[src/rtl/cpu_sequencer_pkg.sv]
// Shared encodings for the multi-cycle sequencer: states, decoder types,
// condition fields, flag bit positions, write-back selects and RAM sizes.
package cpu_sequencer_pkg;

  typedef enum logic [2:0] {
    S_FETCH     = 3'd0,
    S_DECODE    = 3'd1,
    S_EXECUTE   = 3'd2,
    S_MEMORY    = 3'd3,
    S_WRITEBACK = 3'd4,
    S_HALT      = 3'd5
  } state_t;

  typedef enum logic [3:0] {
    T_DP     = 4'd0,
    T_MUL    = 4'd1,
    T_LDST   = 4'd2,
    T_BRANCH = 4'd3,
    T_SWI    = 4'd4,
    T_UNDEF  = 4'd5
  } itype_t;

  typedef enum logic [3:0] {
    C_EQ = 4'd0,  C_NE = 4'd1,  C_CS = 4'd2,  C_CC = 4'd3,
    C_MI = 4'd4,  C_PL = 4'd5,  C_VS = 4'd6,  C_VC = 4'd7,
    C_HI = 4'd8,  C_LS = 4'd9,  C_GE = 4'd10, C_LT = 4'd11,
    C_GT = 4'd12, C_LE = 4'd13, C_AL = 4'd14
  } cond_t;

  // Bit positions inside the CNZV vector
  localparam int FLAG_C = 3;
  localparam int FLAG_N = 2;
  localparam int FLAG_Z = 1;
  localparam int FLAG_V = 0;

  localparam logic [1:0] WB_ALU  = 2'd0;
  localparam logic [1:0] WB_RAM  = 2'd1;
  localparam logic [1:0] WB_LINK = 2'd2;

  localparam logic [1:0] SIZE_BYTE = 2'b00;
  localparam logic [1:0] SIZE_WORD = 2'b10;

endpackage

[src/rtl/cpu_sequencer_cond_check.sv]
// Combinational condition-code evaluation against the CNZV flags.
module cpu_sequencer_cond_check
  import cpu_sequencer_pkg::*;
(
  input  logic [3:0] cond,
  input  logic [3:0] cnzv,
  output logic       pass
);

  logic c, n, z, v;
  assign c = cnzv[FLAG_C];
  assign n = cnzv[FLAG_N];
  assign z = cnzv[FLAG_Z];
  assign v = cnzv[FLAG_V];

  // Encoding 4'hF (NV) never executes
  always_comb begin
    pass = 1'b0;
    case (cond)
      C_EQ:    pass = z;
      C_NE:    pass = !z;
      C_CS:    pass = c;
      C_CC:    pass = !c;
      C_MI:    pass = n;
      C_PL:    pass = !n;
      C_VS:    pass = v;
      C_VC:    pass = !v;
      C_HI:    pass = c && !z;
      C_LS:    pass = !c || z;
      C_GE:    pass = (n == v);
      C_LT:    pass = (n != v);
      C_GT:    pass = !z && (n == v);
      C_LE:    pass = z || (n != v);
      C_AL:    pass = 1'b1;
      default: pass = 1'b0;
    endcase
  end

endmodule

[src/rtl/cpu_sequencer.sv]
// Multi-cycle FETCH/DECODE/EXECUTE/MEMORY/WRITEBACK controller owning PC,
// instruction register and flags, and arbitrating the single RAM port.
module cpu_sequencer
  import cpu_sequencer_pkg::*;
#(
  parameter int PC_WIDTH   = 14,
  parameter int WORD_WIDTH = 32,
  parameter int PC_STEP    = 4
) (
  input  logic                  clock,
  input  logic                  nreset,
  input  logic                  i_Stall,
  input  logic [WORD_WIDTH-1:0] i_Instruction,
  input  logic [3:0]            i_Instruction_type,
  input  logic                  i_Set_cond,
  input  logic                  i_Byte,
  input  logic [3:0]            i_Alu_CNZV,
  input  logic                  i_Alu_writeback,
  input  logic [PC_WIDTH-1:0]   i_Mem_addr,
  input  logic [PC_WIDTH-1:0]   i_Branch_target,
  output logic [PC_WIDTH-1:0]   o_Pc,
  output logic [WORD_WIDTH-1:0] o_Instr_reg,
  output logic [3:0]            o_CNZV,
  output logic [PC_WIDTH-1:0]   o_Ram_Addr,
  output logic                  o_Ram_Write_enable,
  output logic [1:0]            o_Ram_Size,
  output logic                  o_Reg_write_enable,
  output logic [1:0]            o_Wb_sel,
  output logic                  o_Halted,
  output logic [2:0]            o_State
);

  localparam logic [PC_WIDTH-1:0] STEP  = PC_STEP[PC_WIDTH-1:0];
  localparam logic [PC_WIDTH-1:0] ALIGN = {{(PC_WIDTH-2){1'b1}}, 2'b00};

  state_t state;
  logic   pass;
  logic   write_ok;

  cpu_sequencer_cond_check u_cond_check (
    .cond (o_Instr_reg[WORD_WIDTH-1 -: 4]),
    .cnzv (o_CNZV),
    .pass (pass)
  );

  // Stall and the reset cycle both suppress every write strobe
  assign write_ok = !i_Stall && !nreset;
  assign o_State  = state;
  assign o_Halted = (state == S_HALT);

  // Sequencer state, PC, instruction register and flag register
  always_ff @(posedge clock) begin
    if (nreset) begin
      state       <= S_FETCH;
      o_Pc        <= {PC_WIDTH{1'b0}};
      o_Instr_reg <= {WORD_WIDTH{1'b0}};
      o_CNZV      <= 4'b0000;
    end else if (!i_Stall) begin
      case (state)
        S_FETCH: state <= S_DECODE;
        S_DECODE: begin
          o_Instr_reg <= i_Instruction;
          state       <= S_EXECUTE;
        end
        S_EXECUTE: begin
          if (!pass) begin
            o_Pc  <= o_Pc + STEP;
            state <= S_FETCH;
          end else begin
            case (i_Instruction_type)
              T_DP, T_MUL: begin
                if (i_Set_cond) o_CNZV <= i_Alu_CNZV;
                state <= S_WRITEBACK;
              end
              T_LDST: state <= S_MEMORY;
              T_BRANCH: begin
                o_Pc  <= i_Branch_target & ALIGN;
                state <= S_FETCH;
              end
              default: state <= S_HALT;
            endcase
          end
        end
        S_MEMORY: begin
          if (i_Set_cond) begin
            state <= S_WRITEBACK;
          end else begin
            o_Pc  <= o_Pc + STEP;
            state <= S_FETCH;
          end
        end
        S_WRITEBACK: begin
          o_Pc  <= o_Pc + STEP;
          state <= S_FETCH;
        end
        S_HALT:  state <= S_HALT;
        default: state <= S_HALT;
      endcase
    end
  end

  // RAM port and register-bank control decoded from the current state
  always_comb begin
    o_Ram_Addr         = o_Pc;
    o_Ram_Size         = SIZE_WORD;
    o_Ram_Write_enable = 1'b0;
    o_Reg_write_enable = 1'b0;
    o_Wb_sel           = WB_ALU;
    case (state)
      S_EXECUTE: begin
        if (pass && (i_Instruction_type == T_BRANCH) && i_Set_cond) begin
          o_Reg_write_enable = write_ok;
          o_Wb_sel           = WB_LINK;
        end else begin
          o_Wb_sel = WB_ALU;
        end
      end
      S_MEMORY: begin
        o_Ram_Addr         = i_Mem_addr;
        o_Ram_Size         = i_Byte ? SIZE_BYTE : SIZE_WORD;
        o_Ram_Write_enable = !i_Set_cond && write_ok;
      end
      S_WRITEBACK: begin
        o_Ram_Addr = i_Mem_addr;
        o_Ram_Size = i_Byte ? SIZE_BYTE : SIZE_WORD;
        if (i_Instruction_type == T_LDST) begin
          o_Reg_write_enable = write_ok;
          o_Wb_sel           = WB_RAM;
        end else begin
          o_Reg_write_enable = i_Alu_writeback && write_ok;
        end
      end
      default: o_Ram_Addr = o_Pc;
    endcase
  end

endmodule

[config.mk]
export PLATFORM = sky130hd
export DESIGN_NAME = cpu_sequencer
export DESIGN_NICKNAME = d
export VERILOG_FILES = /design/src/rtl/cpu_sequencer_pkg.sv /design/src/rtl/cpu_sequencer_cond_check.sv /design/src/rtl/cpu_sequencer.sv
export SDC_FILE = /design/constraint.sdc
export NUM_CORES = 1
export LEC_CHECK = 0
export ABC_AREA = 1
export BUFFER_PORTS_ARGS = -buffer_cell sky130_fd_sc_hd__buf_2
export CORE_MARGIN = 8
export CORE_UTILIZATION = 49
export CTS_CLUSTER_DIAMETER = 40
export CTS_CLUSTER_SIZE = 16
export DETAILED_ROUTE_END_ITERATION = 10
export PLACE_DENSITY = 0.86
export SLEW_MARGIN = 20
export SYNTH_ARGS = -nofsm -noshare
export SYNTH_HDL_FRONTEND = slang
export SYNTH_HIERARCHICAL = 1
export SYNTH_SLANG_ARGS = --single-unit
[constraint.sdc]
create_clock -name clock -period 4.8 [get_ports clock]
set_input_delay 0.96 -clock clock [delete_from_list [all_inputs] [get_ports clock]]
set_output_delay 0.96 -clock clock [all_outputs]
set_load 0.03 [all_outputs]
[Word level (Yosys, flattened, before mapping)]
Index checks and enable logic that the tools add are counted.
Word-level totals
  flip-flop bits (word level): 53
  input port bits: 74
  logic and storage cells: 76
Cells by class
  $add $sub $neg: 1
  equality and inequality tests: 26
  muxes and demuxes: 19
  bitwise operators: 1
  reduce and logical (&&, ||, !) cells: 25
Operators with widths (count)
  $mux W14: 4
  $pmux W14 S3: 1
  $eq A4 B4 Y1 const B: 7
  $eq A4 B2 Y1 const B: 4
  $eq A4 B3 Y1 const B: 4
  $pmux W1 S15: 1
  $pmux W3 S5: 1
  $add A14 B3 Y14 const B: 1
  $pmux W3 S3: 1
  $eq A4 B1 Y1 const B: 2
  $logic_not A4 Y1: 2
  $logic_and A1 B1 Y1: 7
  $logic_not A1 Y1: 7
  $eq A3 B2 Y1 const B: 2
  $eq A3 B3 Y1 const B: 2
  $mux W2: 3
  $mux W3: 2
  $reduce_and A5 Y1: 1
  $mux W1: 4
  $pmux W2 S2: 1
  $reduce_and A4 Y1: 1
  $reduce_or A2 Y1: 2
  $eq A3 B1 Y1 const B: 1
  $logic_not A3 Y1: 1
  other kinds (9): 10

[Longest topological paths before layout]
Gate-level depths: netlist of the first run.
  depth in word-level cells: 7
  mapped depth: 15
  depth with buffers taken out: 14

[Modules after synthesis]
The synthesis of the first run kept the hierarchy.
Modules (own cells, without submodules)
  cpu_sequencer: times used 1, cells an instance 396, area each 2551.2 um^2, sequential area each 1021.0 um^2
  cpu_sequencer_cond_check: times used 1, cells an instance 55, area each 229.0 um^2, sequential area each 0.0 um^2

[Least setup slack after synthesis of the first run]
OpenSTA, ideal clock, no wires.
  kind: reg2out
  start point: register o_Instr_reg[31]
  end point: output port o_Reg_write_enable
  data arrival time: 2.392 ns
  data required time: 3.840 ns
  slack: 1.448 ns
  cell stages (with the launch flop): 15
  cell sequence: dfxtp_1 inv_1 nor2_1 nand3_1 nand2_1 nand2_1 nand2_1 nor2_1 nand2_1 inv_1 nor2_2 nand2_1 nor2_1 nor2_1 nor2_1
On the way
  word-level cells in the longest chain between the ends: 6
RTL lines
  start: declaration: RTL line cpu_sequencer.sv:22  | output logic [WORD_WIDTH-1:0] o_Instr_reg,
  start signal: assignment: RTL line cpu_sequencer.sv:56  | o_Instr_reg <= {WORD_WIDTH{1'b0}};
  start signal: assignment: RTL line cpu_sequencer.sv:62  | o_Instr_reg <= i_Instruction;
  $eq A4 B4 Y1 (tied with other cells): RTL line cpu_sequencer_cond_check.sv:19  | case (cond)
  $pmux W1 S15 (*): RTL line cpu_sequencer_cond_check.sv:19
  net pass: RTL line cpu_sequencer.sv:37  | logic pass;
  $logic_and A1 B1 Y1 (*) (2 in series): RTL line cpu_sequencer.sv:111  | if (pass && (i_Instruction_type == T_BRANCH) && i_Set_cond) begin
  $mux W1 (*): RTL line cpu_sequencer.sv:111
  $pmux W1 S2 (*): RTL line cpu_sequencer.sv:109  | case (state)
  end: declaration: RTL line cpu_sequencer.sv:27  | output logic o_Reg_write_enable,
Mark *: on every way through the listed nets, which the timed path passes. The rest lies on a longest branch.

[Final worst setup path of the first run]
  start point: register o_Instr_reg[30]
  end point: output port o_Reg_write_enable
Same word-level chain as after synthesis.

==> impl_metrics.py, run 1 <==
metrics = {
    "cts": {
        "htree_levels": 2,
        "cts_hold_buf": 0,
        "post_cts_buffers": 0,
        "cts_tree": "done",
        "root_buffer": "clkbuf_8",
        "cts_resized": 0,
        "clock-sinks": 51,
        "clk_path_buf_depth": 2,
        "worstSkewPairLatency_ns": 0.30,
        "clk_pin_slew_ns": 0.10,
        "cts_buffers": 5,
    },
    "floorplanning": {
        "core-area_um2": 5510,
        "num_rows": 27,
        "dieArea_um2": 8340,
        "fp.dieW_um": 91.3,
        "io_pins": 148,
        "initial_utilization_pct": 50.5,
        "die_y_um": 91.3,
    },
    "finish": {
        "drive_above_1_share_pct": 28.3,
        "design_area_um2": 3570,
        "seqCellArea_um2": 1020,
        "area_delta_synth_final_pct": 28.4,
        "final_nets": 658,
        "multi_input_area_um2": 1510,
        "layoutNonFillerInstCount": 656,
        "final.fill_count": 522,
        "antenna_cells": 0,
        "largest_reg_flops": 32,
        "fin_util_pct": 64.8,
    },
    "sta": {
        "report.final.slew_viol_count": 0,
        "finalWorstSetupSlack_ns": 1.58,
        "tns_ns": 0,
        "period_share_pct": 67.0,
        "max_freq_mhz": 311,
        "hold_viol": 0,
        "fin_skew_ns": 0.00539,
        "worstMarginPinSlew_ns": 0.768,
        "max_slew_margin_pct": 48.7,
        "rsz0062_at_grt": "false",
        "hold_slack_ns": 0.498,
        "setup_viol": 0,
        "fin_crit_ns": 3.22,
    },
    "drt": {
        "vias_per_cell": 5.02,
        "wl_per_cell_um": 13.1,
        "wl_met3_um": 766,
        "ant_nets": 0,
        "top_layer_used": "met4",
        "vias": 3290,
        "wl_met2_um": 4340,
        "drt-met1-wl_um": 3390,
        "dr.pass1.iters": 4,
        "first_iter_violations": 164,
        "drc": 0,
        "wl_um": 8610,
    },
    "placement": {
        "portBuffers": 142,
        "place_hpwl_um": 6530,
        "dpl_cell_area_um2": 3480,
        "dp.cells": 648,
        "gp_congestion": 0.862,
        "dp_slack_ns": 1.77,
    },
    "yosys": {
        "synth_top_family_by_area": "simple AND/OR/NAND/NOR gates",
        "synth_compound_area_share_pct": 13.4,
        "synthXorXnorAreaFrac_pct": 0.315,
        "synthSimpleGateAreaFrac_pct": 39.7,
        "syn_area_per_cell_um2": 6.16,
        "synth_common_cells": "nor2_1, nand2_1, dfxtp_1, o21ai_1, inv_1",
        "synth_top_flop_cell": "dfxtp_1",
        "synth.area.mux_share_pct": 0,
        "synth_most_common_cell": "nor2_1",
        "synth_edf_count": 0,
        "synth-adder-area-share_pct": 0.450,
        "yosys_warnings": 6,
        "synth_cell_type_count": 28,
        "synth_cells": 451,
        "ys_async_sr_fraction_pct": 0,
        "syn-cell-area_um2": 2780,
        "synth_top_area_share_pct": 36.7,
        "synth_top_cell_by_area": "dfxtp_1",
        "ys_seq_area_share_pct": 36.7,
        "ys_ff_latch": 51,
        "synth.area.top_cells": "dfxtp_1, nor2_1, nand2_1, o21ai_1, nand3_1",
    },
    "hold_path": {
        "holdPathEnd": "o_Pc[4]",
        "min_from": "o_Pc[4]",
        "hold_path.class": "flop to flop",
        "hold_depth": 2,
    },
    "worst_setup_path": {
        "r2r_slack_ns": 2.61,
        "critPathLaunchType": "flop",
        "endpoint_kind": "primary output",
        "cp_data_required_time_ns": 3.84,
        "r2r_start": "o_State[0]",
        "r2r.worst_path.cells": 7,
        "cp_data_arrival_time_ns": 2.26,
        "r2r-end": "o_Instr_reg[2]",
        "cp_max_fo": 7,
        "path_class": "flop to primary output",
    },
    "pwr": {
        "switchingPower_uw": 331,
        "p_clk_share_pct": 27.1,
        "swShare_pct": 34.6,
        "power.total_uw": 956,
        "vdd_drop_max_v": 0.000188,
        "power_density_nw_per_um2": 268,
        "internal_power_uw": 625,
        "combPwrFrac_pct": 24.2,
        "leakage_nw": 1.88,
        "seqPwrFrac_pct": 48.6,
    },
    "global_routing": {
        "grt_overflow_total": 0,
        "globalRouteTotalUtil_pct": 19.4,
        "antenna_found_initial": 0,
        "grt_pass1_wl_um": 13900,
        "grt_max_degree": 42,
        "grt_pass1_vias": 3082,
    },
    "status": {
        "status": "finished clean",
    },
    "flow_run": {
        "drv_cap": 0,
    },
}
[cell usage in the layout, fill, tap and decap left out, drive strengths merged]
master	count
nand3	33
ha	1
nor3	4
nand3b	1
clkinv	3
inv	37
nand2	105
clkbuf	5
o21ai	58
buf	143
a31oi	1
conb	3
xnor2	1
a21oi	15
nand4	3
or2	1
nor2	119
dfxtp	51
[area by class of cell]
type,instances,share of cell area (%)
sequential,51,28.6
timing repair buffer,143,20.1
clock buffer,5,1.93
clock inverter,3,0.631
inverter,37,3.96
multi-input combinational,345,42.2
tap,72,2.52
[critical path, cell delays in order, from the launching register on]
cell and delay, ns:
dfxtp_1 0.45, inv_1 0.06, nor2_1 0.21, nand2_1 0.10, nand2_1 0.08, nand2_1 0.04
nand2_1 0.06, nor2_1 0.04, nand2_1 0.12, inv_1 0.07, nor2_2 0.18, nand2_1 0.08
nor2_1 0.13, nor2_1 0.06, nor2_1 0.08, buf_2 0.20
[cells by family after synthesis]
| logic type | count (synthesis) |
|---|---|
| AND/OR/NAND/NOR | 266 |
| XOR/XNOR | 1 |
| AO/OA/AOI/OAI | 74 |
| buffers and inverters | 57 |
| adder cells (fa/ha/maj) | 1 |
| flip-flops | 51 |
| other | 1 |
[power groups by stage]
stage                     logic [mW]  clock network [mW]  registers (mW)
after floorplan                0.115                   0           0.516
after global placement         0.227                   0           0.473
after detailed placement       0.232                   0           0.474
after CTS                      0.233               0.266           0.465
after global routing           0.253               0.282           0.469
final                          0.232               0.259           0.465
[routing by layer]
metal / up-vias / global-route usage, %
met3: 11 / 6.34
met2: 122 / 36.0
li1: 1688 / -
met4: 0 / 5.46
met5: - / 0
met1: 1469 / 20.4
[how the worst max path moves through the flow]
stage,from,endpoint,slack (ns),cells after the start
after floorplan,o_Instr_reg[31],o_Reg_write_enable,1.45,14
after global placement,nreset,o_Ram_Write_enable,1.75,6
after detailed placement,nreset,o_Ram_Write_enable,1.77,6
after CTS,o_Instr_reg[30],o_Reg_write_enable,1.61,15
after global routing,o_Instr_reg[31],o_Reg_write_enable,1.36,15
final,o_Instr_reg[30],o_Reg_write_enable,1.58,15
Note: power is estimated with default switching activity, not from simulation.
==> inputs of run 2 (changes only) <==
- ABC_AREA: 1 -> 0
- CORE_UTILIZATION: 49 -> 41
- PLACE_DENSITY: 0.86 -> 0.77
- clock period: 4.8 -> 2.9 ns (I/O delays scaled with it)
==> run 2 against run 1 <==
Against the previous run: clock skew rose by 0.0045 ns; register-to-register slack worse by 2.3 ns; routed wire length rose by 1.8%; synthesized area up 0.63%; total power increased by 54%; synthesized cell count down 22%; die area rose by 17%; critical path type unchanged; combinational power increased by 27%; setup slack worse by 1.5 ns; sequential power rose by 59%.
==> impl_metrics.py, run 2 <==
metrics = {
    "status": {
        "status": "finished clean",
    },
    "global_routing": {
        "grt_overflow_total": 0,
        "grt_pass1_vias": 3045,
        "globalRouteTotalUtil_pct": 17.5,
        "antenna_found_initial": 2,
        "grt_pass1_wl_um": 14300,
        "grt_max_degree": 43,
    },
    "yosys": {
        "synth.area.top_cells": "dfxtp_1, nand2_1, a21oi_1, mux2_2, mux2i_1",
        "synth_common_cells": "nand2_1, dfxtp_1, a21oi_1, clkbuf_1, nor2_1",
        "ys_ff_latch": 51,
        "synth_top_flop_cell": "dfxtp_1",
        "synth_cells": 353,
        "synth_top_area_share_pct": 36.5,
        "synth_edf_count": 0,
        "synth_most_common_cell": "nand2_1",
        "ys_seq_area_share_pct": 36.5,
        "syn-cell-area_um2": 2800,
        "synth_cell_type_count": 56,
        "syn_area_per_cell_um2": 7.93,
        "synth_top_cell_by_area": "dfxtp_1",
        "yosys_warnings": 6,
        "ys_async_sr_fraction_pct": 0,
    },
    "finish": {
        "layoutNonFillerInstCount": 569,
        "design_area_um2": 3730,
        "area_delta_synth_final_pct": 33.5,
        "drive_above_1_share_pct": 39.1,
        "final_common_cell": "buf_2",
        "largest_reg_flops": 32,
        "final_nets": 562,
        "mostFrequentLayoutCells": "buf_2, nand2_1, dfxtp_1",
    },
    "worst_setup_path": {
        "crit_chain": "and3b_1 > a221oi_2 > a211o_1 > a211o_1 > and4bb_1 > nand2_1 > o22a_1 > nor4_4 > buf_6",
        "critPathLaunchType": "flop",
        "cp_data_arrival_time_ns": 2.28,
        "cp_data_required_time_ns": 2.32,
        "path_class": "flop to primary output",
        "cp_max_fo": 10,
        "slowest_delay_ns": 0.39,
        "cp_slowest_cell": "dfxtp_4",
        "cpMostUsedCell": "a211o_1",
        "endpoint_kind": "primary output",
        "r2r_slack_ns": 0.30,
    },
    "drt": {
        "vias": 3012,
        "wl_um": 8760,
        "wl_per_cell_um": 15.4,
        "dr.pass1.iters": 4,
        "wl_met3_um": 702,
        "vias_per_cell": 5.29,
        "wl_met2_um": 4340,
        "top_layer_used": "met5",
        "drt-met1-wl_um": 3470,
        "drc": 0,
        "first_iter_violations": 247,
        "ant_nets": 0,
    },
    "floorplanning": {
        "die_y_um": 98.6,
        "core-area_um2": 6680,
        "io_pins": 148,
        "num_rows": 30,
        "initial_utilization_pct": 41.9,
        "dieArea_um2": 9720,
        "fp.dieW_um": 98.6,
    },
    "sta": {
        "max_freq_mhz": 350,
        "setup_viol": 0,
        "tns_ns": 0,
        "worstMarginPinSlew_ns": 0.583,
        "period_share_pct": 98.5,
        "max_slew_margin_pct": 61.1,
        "hold_viol": 0,
        "report.final.slew_viol_count": 0,
        "fin_skew_ns": 0.00986,
        "rsz0062_at_grt": "true",
        "fin_crit_ns": 2.86,
    },
    "cts": {
        "root_buffer": "clkbuf_8",
        "clock-sinks": 51,
        "clk_path_buf_depth": 2,
        "cts_tree": "done",
        "cts_buffers": 5,
        "htree_levels": 2,
        "clk_pin_slew_ns": 0.09,
        "worstSkewPairLatency_ns": 0.31,
    },
    "placement": {
        "portBuffers": 142,
        "dpl_cell_area_um2": 3560,
        "dp.cells": 556,
        "gp_congestion": 0.840,
        "place_hpwl_um": 6640,
    },
    "hold_path": {
        "hold_path.class": "flop to flop",
    },
    "pwr": {
        "vdd_drop_max_v": 0.000244,
        "power_density_nw_per_um2": 394,
        "leakage_nw": 1.70,
    },
    "flow_run": {
        "drv_cap": 0,
    },
}
## run 2: cell types whose count changed after synthesis, moves of 11 or more
| cell | delta |
|---|---|
| nand2b_1 | +11 |
| o21ai_0 | -21 |
| a21oi_1 | +24 |
| nand2_1 | -26 |
| inv_1 | -27 |
| nor2_1 | -102 |
| nand3_1 | -20 |
| clkbuf_1 | +16 |
| o21ai_1 | -32 |
## run 2: logic make-up after synthesis
group | share of synthesized area, %
buf+inv | 5.99
simple gates | 27.3
xor+xnor | 1.21
compound gates | 20.7
fa+ha+maj | 0.447
other cells | 0.134
flops | 36.5
mux | 7.74
## run 2: cell type report
cell class,count,area [um^2]
clock inverters,2,16.3
flip-flops and latches,51,1040
fillers,665,2950
inverters,4,15.0
clock buffers,6,82.6
repair buffers,156,818
diodes,1,2.50
multi-input cells,269,1660
well taps,80,100
## run 2: stage by stage
step	total power, mW	worst slack [ns]	hold slack (ns)	util, %
floorplan	0.949	0.0116	0.523	-
global placement	1.04	0.316	0.439	53.3
detailed placement	1.05	0.244	0.446	53.3
CTS	1.50	-0.0122	0.459	55.8
global route	1.54	-0.129	0.475	55.9
finish	1.47	0.0431	0.458	55.9
## run 2: timing repair
action | 4_1_cts | 5_1_grt
gates cloned | 0 | 0
endpoints found under the setup margin | 1 | 1
pin swaps | 5 | 1
hold buffers | 0 | 0
buffers inserted | 4 | 0
resized for setup | 10 | 2
## run 2: power breakdown
part / switching, mW / total [mW] / internal [mW]
logic: 0.183 / 0.294 / 0.111
clock network: 0.244 / 0.440 / 0.195
registers: 0.0203 / 0.740 / 0.720
total: 0.448 / 1.47 / 1.03
## run 2: critical path, delay by kind of cell, from the launching register on
family                 cells  cell delay, ns
AO/OA/AOI/OAI              4            0.76
buffers and inverters      1            0.17
flip-flops                 1            0.39
AND/OR/NAND/NOR            4            0.65
## run 2: routing by layer
layer | vias to the layer above | track usage (%)
met5 | - | 0
met4 | 2 | 7.32
met3 | 19 | 6.48
met2 | 102 | 30.5
met1 | 1366 | 18.6
li1 | 1523 | -
## run 2: worst paths after layout
path / from / to / cells past startpoint
min: o_Instr_reg[7] / o_Instr_reg[7] / 2
max reg2reg: o_CNZV[0] / o_Pc[2] / 9
max: o_Instr_reg[31] / o_Reg_write_enable / 9
min reg2reg: o_Instr_reg[7] / o_Instr_reg[7] / 2
